[src/rtl/chip8_blitter_pkg.sv]
`default_nettype none
// ============================================================================
//  Module      : chip8_blitter_pkg
//  Description : Shared constants for the CHIP-8/SCHIP blitter. Holds the
//                command opcodes, the hires/lores coordinate masks and a
//                helper that forms a framebuffer byte address.
//  Revision    : 1.0 - initial release
// ============================================================================
package chip8_blitter_pkg;

  // Command encodings shared with the CPU; all other codes are no-ops.
  localparam logic [2:0] BLIT_OP_CLEAR     = 3'd1;
  localparam logic [2:0] BLIT_OP_SPRITE    = 3'd2;
  localparam logic [2:0] BLIT_OP_SPRITE_16 = 3'd3;

  // Pixel-column, row and byte-column masks for the two display modes.
  localparam logic [6:0] HIRES_COL_MASK  = 7'h7F;
  localparam logic [6:0] LORES_COL_MASK  = 7'h3F;
  localparam logic [5:0] HIRES_ROW_MASK  = 6'h3F;
  localparam logic [5:0] LORES_ROW_MASK  = 6'h1F;
  localparam logic [3:0] HIRES_BYTE_MASK = 4'hF;
  localparam logic [3:0] LORES_BYTE_MASK = 4'h7;

  // Byte address {row, byte-column} for sprite row `row` and pattern byte `k`.
  // Both fields wrap inside the active display rather than clipping.
  function automatic logic [9:0] fb_byte_addr(input logic [5:0] y,
                                              input logic [3:0] row,
                                              input logic [3:0] xbyte,
                                              input logic [1:0] k,
                                              input logic       hires);
    logic [5:0] r;
    logic [3:0] c;
    r = (y + {2'b00, row}) & (hires ? HIRES_ROW_MASK : LORES_ROW_MASK);
    c = (xbyte + {2'b00, k}) & (hires ? HIRES_BYTE_MASK : LORES_BYTE_MASK);
    return {r, c};
  endfunction

endpackage
`default_nettype wire

[src/rtl/chip8_blitter_row_shift.sv]
`default_nettype none
// ============================================================================
//  Module      : chip8_blitter_row_shift  (the blit_row_shift unit)
//  Description : Combinational aligner. Places a sprite row at a sub-byte
//                pixel offset and splits it into up to three framebuffer
//                bytes (MSB = leftmost pixel).
//  Ports       : rowdata  - {first byte, second byte}; second ignored if 8-wide
//                width16  - 1 = 16-pixel row, 0 = 8-pixel row
//                shift    - pixel offset within the first byte (dest_x[2:0])
//                p0..p2   - pattern bytes, left to right
//  Revision    : 1.0 - initial release
// ============================================================================
module chip8_blitter_row_shift (
  input  logic [15:0] rowdata,
  input  logic        width16,
  input  logic [2:0]  shift,
  output logic [7:0]  p0,
  output logic [7:0]  p1,
  output logic [7:0]  p2
);

  logic [23:0] padded;
  logic [23:0] shifted;

  always_comb begin
    padded  = {rowdata[15:8], (width16 ? rowdata[7:0] : 8'h00), 8'h00};
    shifted = padded >> shift;
    p0      = shifted[23:16];
    p1      = shifted[15:8];
    p2      = shifted[7:0];
  end

endmodule
`default_nettype wire

[src/rtl/chip8_blitter.sv]
`default_nettype none
// ============================================================================
//  Module      : chip8_blitter
//  Description : Draw engine behind the CHIP-8/SCHIP CPU. Executes one
//                clear / 8xN sprite / 16x16 sprite command at a time against
//                a byte-packed 128x64 framebuffer using read-modify-write XOR.
//  Ports       : clk, reset           - clock, synchronous active-high reset
//                hires, op, src, src_height, dest_x, dest_y, enable
//                                     - command request (enable is a level)
//                done, collision      - completion pulse, VF collision flag
//                mem_en/addr/out      - sprite source memory (1-cycle read)
//                fb_en/wr/addr/in/out - framebuffer port (1-cycle read)
//  Revision    : 1.0 - initial release
// ============================================================================
module chip8_blitter
  import chip8_blitter_pkg::*;
#(
  parameter int FB_ADDR_W  = 10,
  parameter int MEM_ADDR_W = 12
) (
  input  logic                  clk,
  input  logic                  reset,
  input  logic                  hires,
  input  logic [2:0]            op,
  input  logic [MEM_ADDR_W-1:0] src,
  input  logic [3:0]            src_height,
  input  logic [6:0]            dest_x,
  input  logic [5:0]            dest_y,
  input  logic                  enable,
  output logic                  done,
  output logic                  collision,
  output logic                  mem_en,
  output logic [MEM_ADDR_W-1:0] mem_addr,
  input  logic [7:0]            mem_out,
  output logic                  fb_en,
  output logic                  fb_wr,
  output logic [FB_ADDR_W-1:0]  fb_addr,
  output logic [7:0]            fb_in,
  input  logic [7:0]            fb_out
);

  typedef enum logic [3:0] {
    S_IDLE, S_CLEAR, S_FETCH_HI, S_FETCH_LO, S_FETCH_WAIT,
    S_FB_RD, S_FB_WAIT, S_FB_WR, S_DONE
  } state_t;

  state_t                state;
  logic                  armed;
  logic                  wide;
  logic                  lat_hires;
  logic [6:0]            x_lat;
  logic [5:0]            y_lat;
  logic [3:0]            last_row;
  logic [3:0]            row;
  logic [1:0]            byte_k;
  logic [MEM_ADDR_W-1:0] src_ptr;
  logic [7:0]            row_hi;
  logic [7:0]            row_lo;

  logic [7:0] pat0, pat1, pat2, pat_k;
  logic [1:0] last_k;
  logic [9:0] addr_cur, addr_next;

  chip8_blitter_row_shift u_row_shift (
    .rowdata ({row_hi, row_lo}),
    .width16 (wide),
    .shift   (x_lat[2:0]),
    .p0      (pat0),
    .p1      (pat1),
    .p2      (pat2)
  );

  always_comb begin
    case (byte_k)
      2'd0:    pat_k = pat0;
      2'd1:    pat_k = pat1;
      default: pat_k = pat2;
    endcase
    last_k    = wide ? 2'd2 : 2'd1;
    addr_cur  = fb_byte_addr(y_lat, row, x_lat[6:3], byte_k, lat_hires);
    addr_next = fb_byte_addr(y_lat, row, x_lat[6:3], byte_k + 2'd1, lat_hires);
  end

  always_ff @(posedge clk) begin
    if (reset) begin
      state     <= S_IDLE;
      armed     <= 1'b0;
      done      <= 1'b0;
      collision <= 1'b0;
      mem_en    <= 1'b0;
      mem_addr  <= '0;
      fb_en     <= 1'b0;
      fb_wr     <= 1'b0;
      fb_addr   <= '0;
      fb_in     <= 8'h00;
      wide      <= 1'b0;
      lat_hires <= 1'b0;
      x_lat     <= 7'd0;
      y_lat     <= 6'd0;
      last_row  <= 4'd0;
      row       <= 4'd0;
      byte_k    <= 2'd0;
      src_ptr   <= '0;
      row_hi    <= 8'h00;
      row_lo    <= 8'h00;
    end else begin
      // A fresh request needs enable to have been seen low first.
      if (!enable) armed <= 1'b1;

      case (state)
        S_IDLE: begin
          if (enable && armed) begin
            armed     <= 1'b0;
            collision <= 1'b0;
            lat_hires <= hires;
            x_lat     <= dest_x & (hires ? HIRES_COL_MASK : LORES_COL_MASK);
            y_lat     <= dest_y & (hires ? HIRES_ROW_MASK : LORES_ROW_MASK);
            wide      <= (op == BLIT_OP_SPRITE_16);
            last_row  <= (op == BLIT_OP_SPRITE_16) ? 4'hF : (src_height - 4'd1);
            row       <= 4'd0;
            byte_k    <= 2'd0;
            if (op == BLIT_OP_CLEAR) begin
              state   <= S_CLEAR;
              fb_en   <= 1'b1;
              fb_wr   <= 1'b1;
              fb_addr <= '0;
              fb_in   <= 8'h00;
            end else if ((op == BLIT_OP_SPRITE && src_height != 4'd0) ||
                         op == BLIT_OP_SPRITE_16) begin
              state    <= S_FETCH_HI;
              mem_en   <= 1'b1;
              mem_addr <= src;
              src_ptr  <= src + MEM_ADDR_W'(1);
            end else begin
              // Zero-height sprite or unknown op: finish with no memory traffic.
              state <= S_DONE;
              done  <= 1'b1;
            end
          end
        end

        S_CLEAR: begin
          if (fb_addr == '1) begin
            state <= S_DONE;
            fb_en <= 1'b0;
            fb_wr <= 1'b0;
            done  <= 1'b1;
          end else begin
            fb_addr <= fb_addr + FB_ADDR_W'(1);
          end
        end

        S_FETCH_HI: begin
          if (wide) begin
            state    <= S_FETCH_LO;
            mem_addr <= src_ptr;
            src_ptr  <= src_ptr + MEM_ADDR_W'(1);
          end else begin
            state  <= S_FETCH_WAIT;
            mem_en <= 1'b0;
          end
        end

        // First byte is on mem_out now; second read is in flight.
        S_FETCH_LO: begin
          row_hi <= mem_out;
          mem_en <= 1'b0;
          state  <= S_FETCH_WAIT;
        end

        S_FETCH_WAIT: begin
          if (wide) begin
            row_lo <= mem_out;
          end else begin
            row_hi <= mem_out;
            row_lo <= 8'h00;
          end
          state   <= S_FB_RD;
          fb_en   <= 1'b1;
          fb_wr   <= 1'b0;
          fb_addr <= FB_ADDR_W'(addr_cur);
        end

        S_FB_RD: begin
          state <= S_FB_WAIT;
        end

        // Old byte is on fb_out: XOR in the pattern and note lit pixels cleared.
        S_FB_WAIT: begin
          fb_in     <= fb_out ^ pat_k;
          collision <= collision | (|(fb_out & pat_k));
          fb_wr     <= 1'b1;
          state     <= S_FB_WR;
        end

        S_FB_WR: begin
          fb_wr <= 1'b0;
          if (byte_k != last_k) begin
            byte_k  <= byte_k + 2'd1;
            fb_addr <= FB_ADDR_W'(addr_next);
            state   <= S_FB_RD;
          end else if (row != last_row) begin
            row      <= row + 4'd1;
            byte_k   <= 2'd0;
            fb_en    <= 1'b0;
            mem_en   <= 1'b1;
            mem_addr <= src_ptr;
            src_ptr  <= src_ptr + MEM_ADDR_W'(1);
            state    <= S_FETCH_HI;
          end else begin
            fb_en <= 1'b0;
            done  <= 1'b1;
            state <= S_DONE;
          end
        end

        S_DONE: begin
          done  <= 1'b0;
          state <= S_IDLE;
        end

        default: begin
          state  <= S_IDLE;
          done   <= 1'b0;
          mem_en <= 1'b0;
          fb_en  <= 1'b0;
          fb_wr  <= 1'b0;
        end
      endcase
    end
  end

endmodule
`default_nettype wire

[config.mk]
export PLATFORM = sky130hd
export DESIGN_NAME = chip8_blitter
export DESIGN_NICKNAME = d
export VERILOG_FILES = /design/src/rtl/chip8_blitter_pkg.sv /design/src/rtl/chip8_blitter_row_shift.sv /design/src/rtl/chip8_blitter.sv
export SDC_FILE = /design/constraint.sdc
export NUM_CORES = 1
export LEC_CHECK = 0
export CAP_MARGIN = 20
export CORE_MARGIN = 5
export CORE_UTILIZATION = 40
export CTS_CLUSTER_DIAMETER = 150
export DETAILED_ROUTE_END_ITERATION = 12
export SLEW_MARGIN = 10
export SYNTH_ARGS = -nofsm -noshare
export SYNTH_HDL_FRONTEND = slang
export SYNTH_HIERARCHICAL = 1
export SYNTH_SLANG_ARGS = --single-unit
[constraint.sdc]
create_clock -name clk -period 3 [get_ports clk]
set_input_delay 0.6 -clock clk [delete_from_list [all_inputs] [get_ports clk]]
set_output_delay 0.6 -clock clk [all_outputs]
set_load 0.005 [all_outputs]
Word-level counts from Yosys, hierarchy flattened
Index checks and enable logic that the tools add are counted.

Add/sub/neg operators: 9. Eq/ne operators: 30. Shift operators: 1. Multiplexer cells: 74. Bitwise logic cells: 12. Reductions and logical operators: 29.

Operators by type and width (number): $mux 12 (12); $pmux 12 s3 (2); $pmux 8 s2 (3); $mux 4 (11); $mux 10 (4); $mux 8 (5); $pmux 10 s4 (1); $pmux 4 s8 (1); $ne 2x2->1 const B (14); $add 12x1->12 const B (2); $shr 24x3->24 (1); $reduce_and 7->1 (3); $mux 1 (20); $eq 4x3->1 const B (4); $reduce_or 5->1 (3); $and 6x6->6 (2); $mux 6 (2); $pmux 1 s4 (3); $add 10x1->10 const B (1); $eq 10x10->1 const B (1); $reduce_and 5->1 (2); $add 4x2->4 (2); $and 4x4->4 (2); $and 8x8->8 (1); 36 further kinds (53).

Flip-flop bits (word level): 93. Logic and storage cells: 175.

Longest topological paths before layout
Gate-level depths: netlist of run 1.

Depth after elaboration: 7. Mapped depth: 14.

Cells and area by module
The synthesis of run 1 kept the hierarchy.

Modules (own cells, without submodules): chip8_blitter (times used 1, cells each 676, area each 5225.0 um2, sequential area each 1861.8 um2); chip8_blitter_row_shift (times used 1, cells each 93, area each 693.2 um2, sequential area each 0.0 um2).

Worst setup path after synthesis of run 1
OpenSTA, ideal clock, no wires.

Path type: register -> register. From: reg state[2]. To: reg src_ptr[10]. Library setup time: 0.138 ns. Arrival: 2.353 ns. Slack: 0.509 ns. Stages on the path, launching flop included: 14. Path buffers: 2. Path through: dfxtp_1 > buf_2 > xnor2_1 > nand2b_1 > buf_2 > mux2i_1 > inv_1 > ha_1 > and3_1 > and4_1 > nand3_1 > o21ai_0 > nand3_1 > a41oi_1.

Cells in the longest elaborated chain, start to end: 3. Elaborated cells between the ends (all ways): 12. Those cells by class: 8 x eq/ne; 1 x mux; 3 x reduce/logical.

RTL lines: start: declaration (line chip8_blitter.sv:47) `state_t state;`; start signal: assignment (line chip8_blitter.sv:86) `state <= S_IDLE;`; start signal: assignment (line chip8_blitter.sv:123) `state <= S_CLEAR;`; start signal: assignment (line chip8_blitter.sv:130) `state <= S_FETCH_HI;`; $eq 4x2->1, or another cell as far along (line chip8_blitter.sv:110) `case (state)`; $ne 2x2->1 (no source line) or $reduce_bool 3->1 (tied branches); $reduce_and 7->1 (no source line); end signal: assignment (line chip8_blitter.sv:133) `src_ptr <= src + MEM_ADDR_W'(1);`; end signal: assignment (line chip8_blitter.sv:157) `src_ptr <= src_ptr + MEM_ADDR_W'(1);`; end signal: assignment (line chip8_blitter.sv:208) `src_ptr <= src_ptr + MEM_ADDR_W'(1);`; end: declaration (line chip8_blitter.sv:56) `logic [MEM_ADDR_W-1:0] src_ptr;`.

Several ways; a longest one is shown, not always the timed one. A chain may end at the register's enable or synchronous reset.

Final worst setup path of run 1
From: in src_height[0]. To: reg src_ptr[9].

Cells in the longest elaborated chain, start to end: 5.

RTL lines: start: declaration (line chip8_blitter.sv:26) `input logic [3:0] src_height,`; $reduce_bool 4->1 (line chip8_blitter.sv:128) `end else if ((op == BLIT_OP_SPRITE && src_height != 4'd0) ||`; $logic_and 1x1->1 (line chip8_blitter.sv:128); $logic_or 1x1->1 (line chip8_blitter.sv:128); $ne 2x2->1 (no source line); $reduce_and 7->1 (no source line).

Every way passes these cells.

==> results of run 1 <==
## through the flow
stage	worst slack, ns	total power (uW)	utilization, %	hold slack, ns	cells
after floorplan	0.5086	1729	-	0.4397	769
after global placement	0.1164	1969	47.82	0.4514	1019
after detailed placement	0.006329	1980	47.82	0.4532	1019
after CTS	0.2903	3216	49.99	0.4647	1035
after global routing	0.01629	3336	49.99	0.4823	1035
final	0.3074	3182	49.99	0.4614	1035
## layer usage
layer / wire, um / global-route usage (%) / vias to the layer above / share of wire, %
met5: 0 / 0 / - / 0
met4: 224 / 4.571 / 0 / 1.3
met3: 721 / 4.128 / 19 / 4.2
met2: 8425 / 32.93 / 158 / 49
met1: 7797 / 25.14 / 2801 / 45
li1: - / - / 2942 / -
## state kept, by name (all words and copies together), names as in the netlist, 2 cells and up
signal	count
last_row	4
row	4
row_hi	8
x_lat	7
src_ptr	12
mem_addr	12
byte_k	2
state	4
row_lo	8
y_lat	6
fb_addr	10
fb_in	8
## cells in the final DEF (no fill, tap or decap), types with 14 or more instances in the layout
master           instances
ha_1                    20
nand2_1                126
nand3_1                 26
clkdlybuf4s50_1         85
xnor2_1                 15
dfxtp_1                 93
a21oi_1                 69
o21ai_0                 44
a31oi_1                 14
inv_1                   20
a22oi_1                 19
buf_4                   27
nor2_1                  73
nor3_1                  19
mux2i_1                 17
## path summary, 6_finish.rpt
kind           endpoint  slack [ns]
max reg2reg   collision        0.33
max          src_ptr[9]        0.31
min reg2reg    y_lat[3]        0.46
min            y_lat[3]        0.46
## synth_stat cells (4+ instances only)
cell,number
a31oi_1,14
nand2b_1,9
a211oi_1,12
buf_2,13
a22oi_1,19
a221oi_1,7
buf_6,4
mux2_2,10
ha_1,20
a311oi_1,10
mux2i_1,17
nand2_1,126
nand3_1,26
nor2b_1,7
and2_1,4
and3_1,11
o21ai_0,44
o22ai_1,5
nor3_1,19
nor4_1,4
a21o_1,4
xor2_1,5
a21oi_1,69
inv_1,20
dfxtp_1,93
nor2_1,73
clkbuf_1,25
nand4_1,12
xnor2_1,15
## logic make-up after synthesis
logic type	share of synthesized area (%)
adders and majority gates	4.905
DFF	31.46
other	0.06336
buffers and inverters	5.666
and+or+nand+nor	25.67
muxes	5.539
xor gates and xnor gates	2.960
AOI/OAI and AO/OA	23.74
## cell type report
class | count | area, um2 | area share (%)
timing repair buffer | 113 | 1059 | 14.57
inverter | 21 | 78.83 | 1.085
multi-input combinational | 608 | 3721 | 51.21
tap | 184 | 230.2 | 3.169
sequential | 93 | 1862 | 25.62
clock inverter | 6 | 86.33 | 1.188
clock buffer | 10 | 229.0 | 3.151
## critical path, cell delays in order
cell and delay, ns:
clkdlybuf4s50_1 0.45, inv_1 0.07, ha_1 0.17, nor4b_1 0.54, o31ai_1 0.17, o211a_1 0.18
nand2_1 0.37, nor4b_1 0.12, o31a_1 0.25
## report_power, final
| part | total [uW] | leakage [uW] | switching [uW] | internal [uW] |
|---|---|---|---|---|
| logic | 582 | 0.00188 | 302 | 279 |
| registers | 1370 | 0.000754 | 68.2 | 1300 |
| clock network | 1230 | 0.000153 | 497 | 731 |
| total | 3180 | 0.00278 | 867 | 2320 |
==> impl_metrics.py, run 1 <==
metrics = {
    "critical_path": {
        "startpoint": "src_height[0]",
        "rr_startpoint": "x_lat[0]",
        "worstPathArrival_ns": 2.93,
        "cp_data_required_time_ns": 3.24,
        "cp-start-kind": "input port",
        "critical_path.max_fanout": 13,
        "reg2reg_depth": 11,
        "path_class": "input port to flip-flop",
        "cp-end-kind": "flip-flop",
    },
    "clocking": {
        "cts_sinks": 93,
        "cts_root_buf": "clkbuf_16",
        "clkSlewWorstSetupHoldPaths_ns": 0.07,
        "cts_buffers": 9,
        "cts_setup_buffers": 0,
        "worstSkewPairLatency_ns": 0.35,
        "holdBufCountCts": 0,
        "htreeDepth": 3,
        "cts_tree": "built",
        "cts_max_path_buffers": 2,
        "cts_resized": 0,
    },
    "sta": {
        "setup_viol": 0,
        "clock.fmax_mhz": 371.4,
        "tns_ns": 0,
        "period_share_pct": 89.75,
        "slew_viol_final": 0,
        "worst_pin_slew_ns": 0.7011,
        "slew_headroom_pct": 53.04,
        "min_period_ns": 2.693,
        "fin_skew_ns": 0.01068,
        "finalHoldViolCount": 0,
        "rsz0062_at_grt": "no",
    },
    "grt": {
        "grt_pass1_wl_um": 28480,
        "antenna_found_initial": 0,
        "grt_max_degree": 30,
        "grt_overflow": 0,
        "grt_usage_pct": 19.35,
        "grt_pass1_vias": 5728,
    },
    "cells_and_area": {
        "final_nets": 920,
        "n_fill_cell": 1457,
        "post-route-cell-area_um2": 7266,
        "antenna_cells": 0,
        "drive_above_1_share_pct": 8.343,
        "syn_to_final_growth_pct": 22.77,
    },
    "drt": {
        "postRouteAntennaNets": 0,
        "dr_total_vias": 5920,
        "wl_per_cell_um": 16.59,
        "drt-pass1-iter-count": 5,
        "via_per_inst": 5.720,
        "wirelength_um": 17170,
        "first_iter_violations": 351,
        "drc_errors": 0,
    },
    "worst_hold_path": {
        "min-delay-start": "y_lat[3]",
        "hold_depth": 2,
        "hp-class": "flip-flop to flip-flop",
    },
    "yosys": {
        "yosys_register_bits": 93,
        "synthFlopType": "dfxtp_1",
        "async_reset_ff_share_pct": 0,
        "synth_top_area_share_pct": 31.46,
        "synth_edf_count": 0,
        "synth_warnings": 6,
        "netlist_area_um2": 5918,
        "synth_nets": 843,
        "synth-seq-area-share_pct": 31.46,
        "yosys.area.top_type": "dfxtp_1",
        "synth.avg_cell_area_um2": 7.696,
        "synth_area_leaders": "dfxtp_1 31%, nand2_1 8.0%, a21oi_1 5.8%",
        "ys_types": 73,
        "syn_inst": 769,
    },
    "floorplanning": {
        "num_rows": 44,
        "start_util_pct": 40.72,
        "ios": 87,
        "die_area_um2": 17330,
        "core_area_um2": 14530,
        "die_width_um": 131.6,
        "die_height_um": 131.6,
    },
    "power_and_ir_drop": {
        "cellPowerDensity_nw_per_um2": 438.0,
        "p_leak_uw": 0.002783,
        "irDropWorstVdd_mv": 0.3394,
    },
    "placed_design": {
        "io_buffers": 86,
        "place_congestion": 0.8893,
        "dp_hpwl_um": 12860,
        "placed_area_um2": 6950,
    },
    "outcome": {
        "outcome": "finished, final reports clean",
    },
    "run": {
        "maxCapViolCount": 0,
    },
}
No activity file was read; power rests on OpenSTA's default activity.
==> run 2: changes to the inputs <==
--- a/config.mk
+++ b/config.mk
@@ -5,6 +5,7 @@
 export SDC_FILE = /design/constraint.sdc
 export NUM_CORES = 1
 export LEC_CHECK = 0
+export ABC_AREA = 1
 export CAP_MARGIN = 20
 export CORE_MARGIN = 5
 export CORE_UTILIZATION = 40
==> impl_metrics.py, run 2 <==
metrics = {
    "power_and_ir_drop": {
        "irDropWorstVdd_mv": 0.3732,
        "power_uw": 4351,
        "p_leak_uw": 0.002946,
        "power_frac_clock_pct": 24.7,
        "p_sw_share_pct": 39.76,
        "p_comb_share_pct": 39.5,
        "cellPowerDensity_nw_per_um2": 615.9,
        "p_sw_uw": 1730,
        "p_seq_share_pct": 35.8,
        "p_int_uw": 2621,
    },
    "yosys": {
        "synth_nets": 953,
        "synth_compound_area_share_pct": 13.27,
        "synthXorXnorAreaFrac_pct": 1.633,
        "synth_commonest_cells": "204 x nand2_1, 119 x nand3_1, 109 x nor2_1",
        "muxShareOfSynthArea_pct": 0,
        "synth_fa_ha_area_share_pct": 4.919,
        "synth-seq-area-share_pct": 31.55,
        "synth_edf_count": 0,
        "yosys.area.top_type": "dfxtp_1",
        "ys_types": 51,
        "synth.avg_cell_area_um2": 6.713,
        "yosys_register_bits": 93,
        "synth_area_leaders": "dfxtp_1 32%, nand2_1 13%, nand3_1 10%",
        "netlist_area_um2": 5901,
        "async_reset_ff_share_pct": 0,
        "synth-simple-area-share_pct": 38.74,
        "synth_top_area_share_pct": 31.55,
        "yosysMostFrequentCell": "nand2_1",
        "synth_warnings": 6,
        "synth_top_family_by_area": "simple AND/OR/NAND/NOR gates",
        "synthFlopType": "dfxtp_1",
        "syn_inst": 879,
    },
    "grt": {
        "grt_max_degree": 53,
        "grt_pass1_wl_um": 26410,
        "antenna_found_initial": 0,
        "grt_usage_pct": 17.98,
        "grt_pass1_vias": 5402,
        "grt_overflow": 0,
    },
    "cells_and_area": {
        "reg_top3": "mem_addr: 12 flops, src_ptr: 12 flops, fb_addr: 10 flops",
        "drive_above_1_share_pct": 9.024,
        "fin_cells": 1137,
        "final_nets": 1022,
        "syn_to_final_growth_pct": 19.72,
        "final_cell_mix": "204 x nand2_1, 119 x nand3_1, 109 x nor2_1",
        "antenna_cells": 0,
        "regArea_um2": 1862,
        "final_common_cell": "nand2_1",
        "multi_input_area_um2": 3460,
        "n_fill_cell": 1517,
    },
    "floorplanning": {
        "num_rows": 44,
        "die_area_um2": 17280,
        "die_width_um": 131.5,
        "ios": 87,
        "die_height_um": 131.5,
        "start_util_pct": 40.75,
        "core_area_um2": 14480,
    },
    "sta": {
        "setup_viol": 0,
        "setup_slack_ns": 0.6245,
        "worst_pin_slew_ns": 0.9085,
        "slew_viol_final": 0,
        "finalHoldViolCount": 0,
        "tns_ns": 0,
        "fin_skew_ns": 0.006423,
        "slew_headroom_pct": 39.35,
        "period_share_pct": 79.18,
        "clock.fmax_mhz": 421.0,
        "min_period_ns": 2.376,
        "rsz0062_at_grt": "no",
    },
    "critical_path": {
        "rr_startpoint": "x_lat[1]",
        "startpoint": "x_lat[1]",
        "max_stage_delay_ns": 0.91,
        "critical_path.max_fanout": 20,
        "crit_chain": "inv_4, nand3_1, o21ai_1, nand2_1, nand3_1, ha_1, nor4_1, a311oi_1",
        "crit_path_frequent_cell": "nand3_1",
        "worstPathArrival_ns": 2.58,
        "slowest_stage": "dfxtp_1",
        "cp_data_required_time_ns": 3.20,
        "cp-start-kind": "flip-flop",
        "critPathTopFamily": "flip-flops",
        "path_class": "flip-flop to flip-flop",
        "critical_path_buf_inv_count": 1,
        "cp-end-kind": "flip-flop",
    },
    "placed_design": {
        "place_worst_setup_slack_ns": 0.3150,
        "dp_cells": 1121,
        "io_buffers": 86,
        "dp_hpwl_um": 11570,
        "place_congestion": 0.8329,
    },
    "clocking": {
        "cts_root_buf": "clkbuf_16",
        "worstSkewPairLatency_ns": 0.35,
        "cts_setup_buffers": 0,
        "holdBufCountCts": 0,
        "clkSlewWorstSetupHoldPaths_ns": 0.07,
        "cts_buffers": 9,
        "htreeDepth": 3,
        "cts_max_path_buffers": 2,
        "cts_resized": 0,
        "cts_sinks": 93,
        "cts_tree": "built",
    },
    "drt": {
        "dr_total_vias": 5712,
        "first_iter_violations": 349,
        "postRouteAntennaNets": 0,
        "via_per_inst": 5.024,
        "drc_errors": 0,
        "wl_per_cell_um": 13.73,
        "drt-pass1-iter-count": 5,
        "wirelength_um": 15610,
    },
    "run": {
        "maxCapViolCount": 0,
    },
    "outcome": {
        "outcome": "finished, final reports clean",
    },
    "worst_hold_path": {
        "min-delay-start": "done",
        "hp-class": "flip-flop to flip-flop",
    },
}
-- run 2: worst paths after layout --
check                                  to  slack, ns  cells after the start
worst min register to register       done       0.46                      2
worst max register to register  collision       0.62                      8
worst min-delay path                 done       0.46                      2
worst max-delay path            collision       0.62                      8
-- run 2: cell families (layout without fill, tap and decap cells) --
kind of cell / Yosys count / in the layout
simple gates: 498 / 498
compound gates: 139 / 139
buf+inv: 115 / 189
flops: 93 / 93
fa+ha+maj: 22 / 22
xor+xnor: 11 / 11
other cells: 1 / 1
-- run 2: cell type report --
cell class | instances | share of cell area (%)
sequential | 93 | 26.35
tap | 184 | 3.259
timing repair buffer | 98 | 13.39
inverter | 75 | 4.127
multi-input combinational | 671 | 48.97
clock buffer | 9 | 3.188
clock inverter | 7 | 0.7085
-- run 2: power by group through the flow --
stage	clock network, uW	registers (uW)	logic, uW
floorplan	0	1540	1310
global placement	0	1580	1720
detailed placement	0	1580	1720
CTS	1110	1560	1730
global route	1160	1580	1960
finish	1070	1560	1720
-- run 2: metrics by stage --
step / cell area [um2] / hold slack (ns) / utilization (%)
after global placement: 6789 / 0.4477 / 46.89
after global routing: 7064 / 0.4800 / 48.79
final: 7064 / 0.4576 / 48.79
after floorplan: 5901 / 0.4409 / -
after CTS: 7064 / 0.4613 / 48.79
after detailed placement: 6789 / 0.4495 / 46.89
-- run 2: worst min-delay path, stage by stage, from the launching register on --
cell	delay, ns
dfxtp_1	0.31
inv_1	0.05
a21oi_1	0.05
-- run 2: metal layers --
layer | track usage, % | part of all wire, % | vias to the layer above | routed length, um
li1 | - | - | 3048 | -
met1 | 24.23 | 48 | 2531 | 7474
met2 | 29.20 | 46 | 115 | 7205
met3 | 4.320 | 5.0 | 18 | 784
met4 | 4.286 | 0.96 | 0 | 150
met5 | 0 | 0 | - | 0
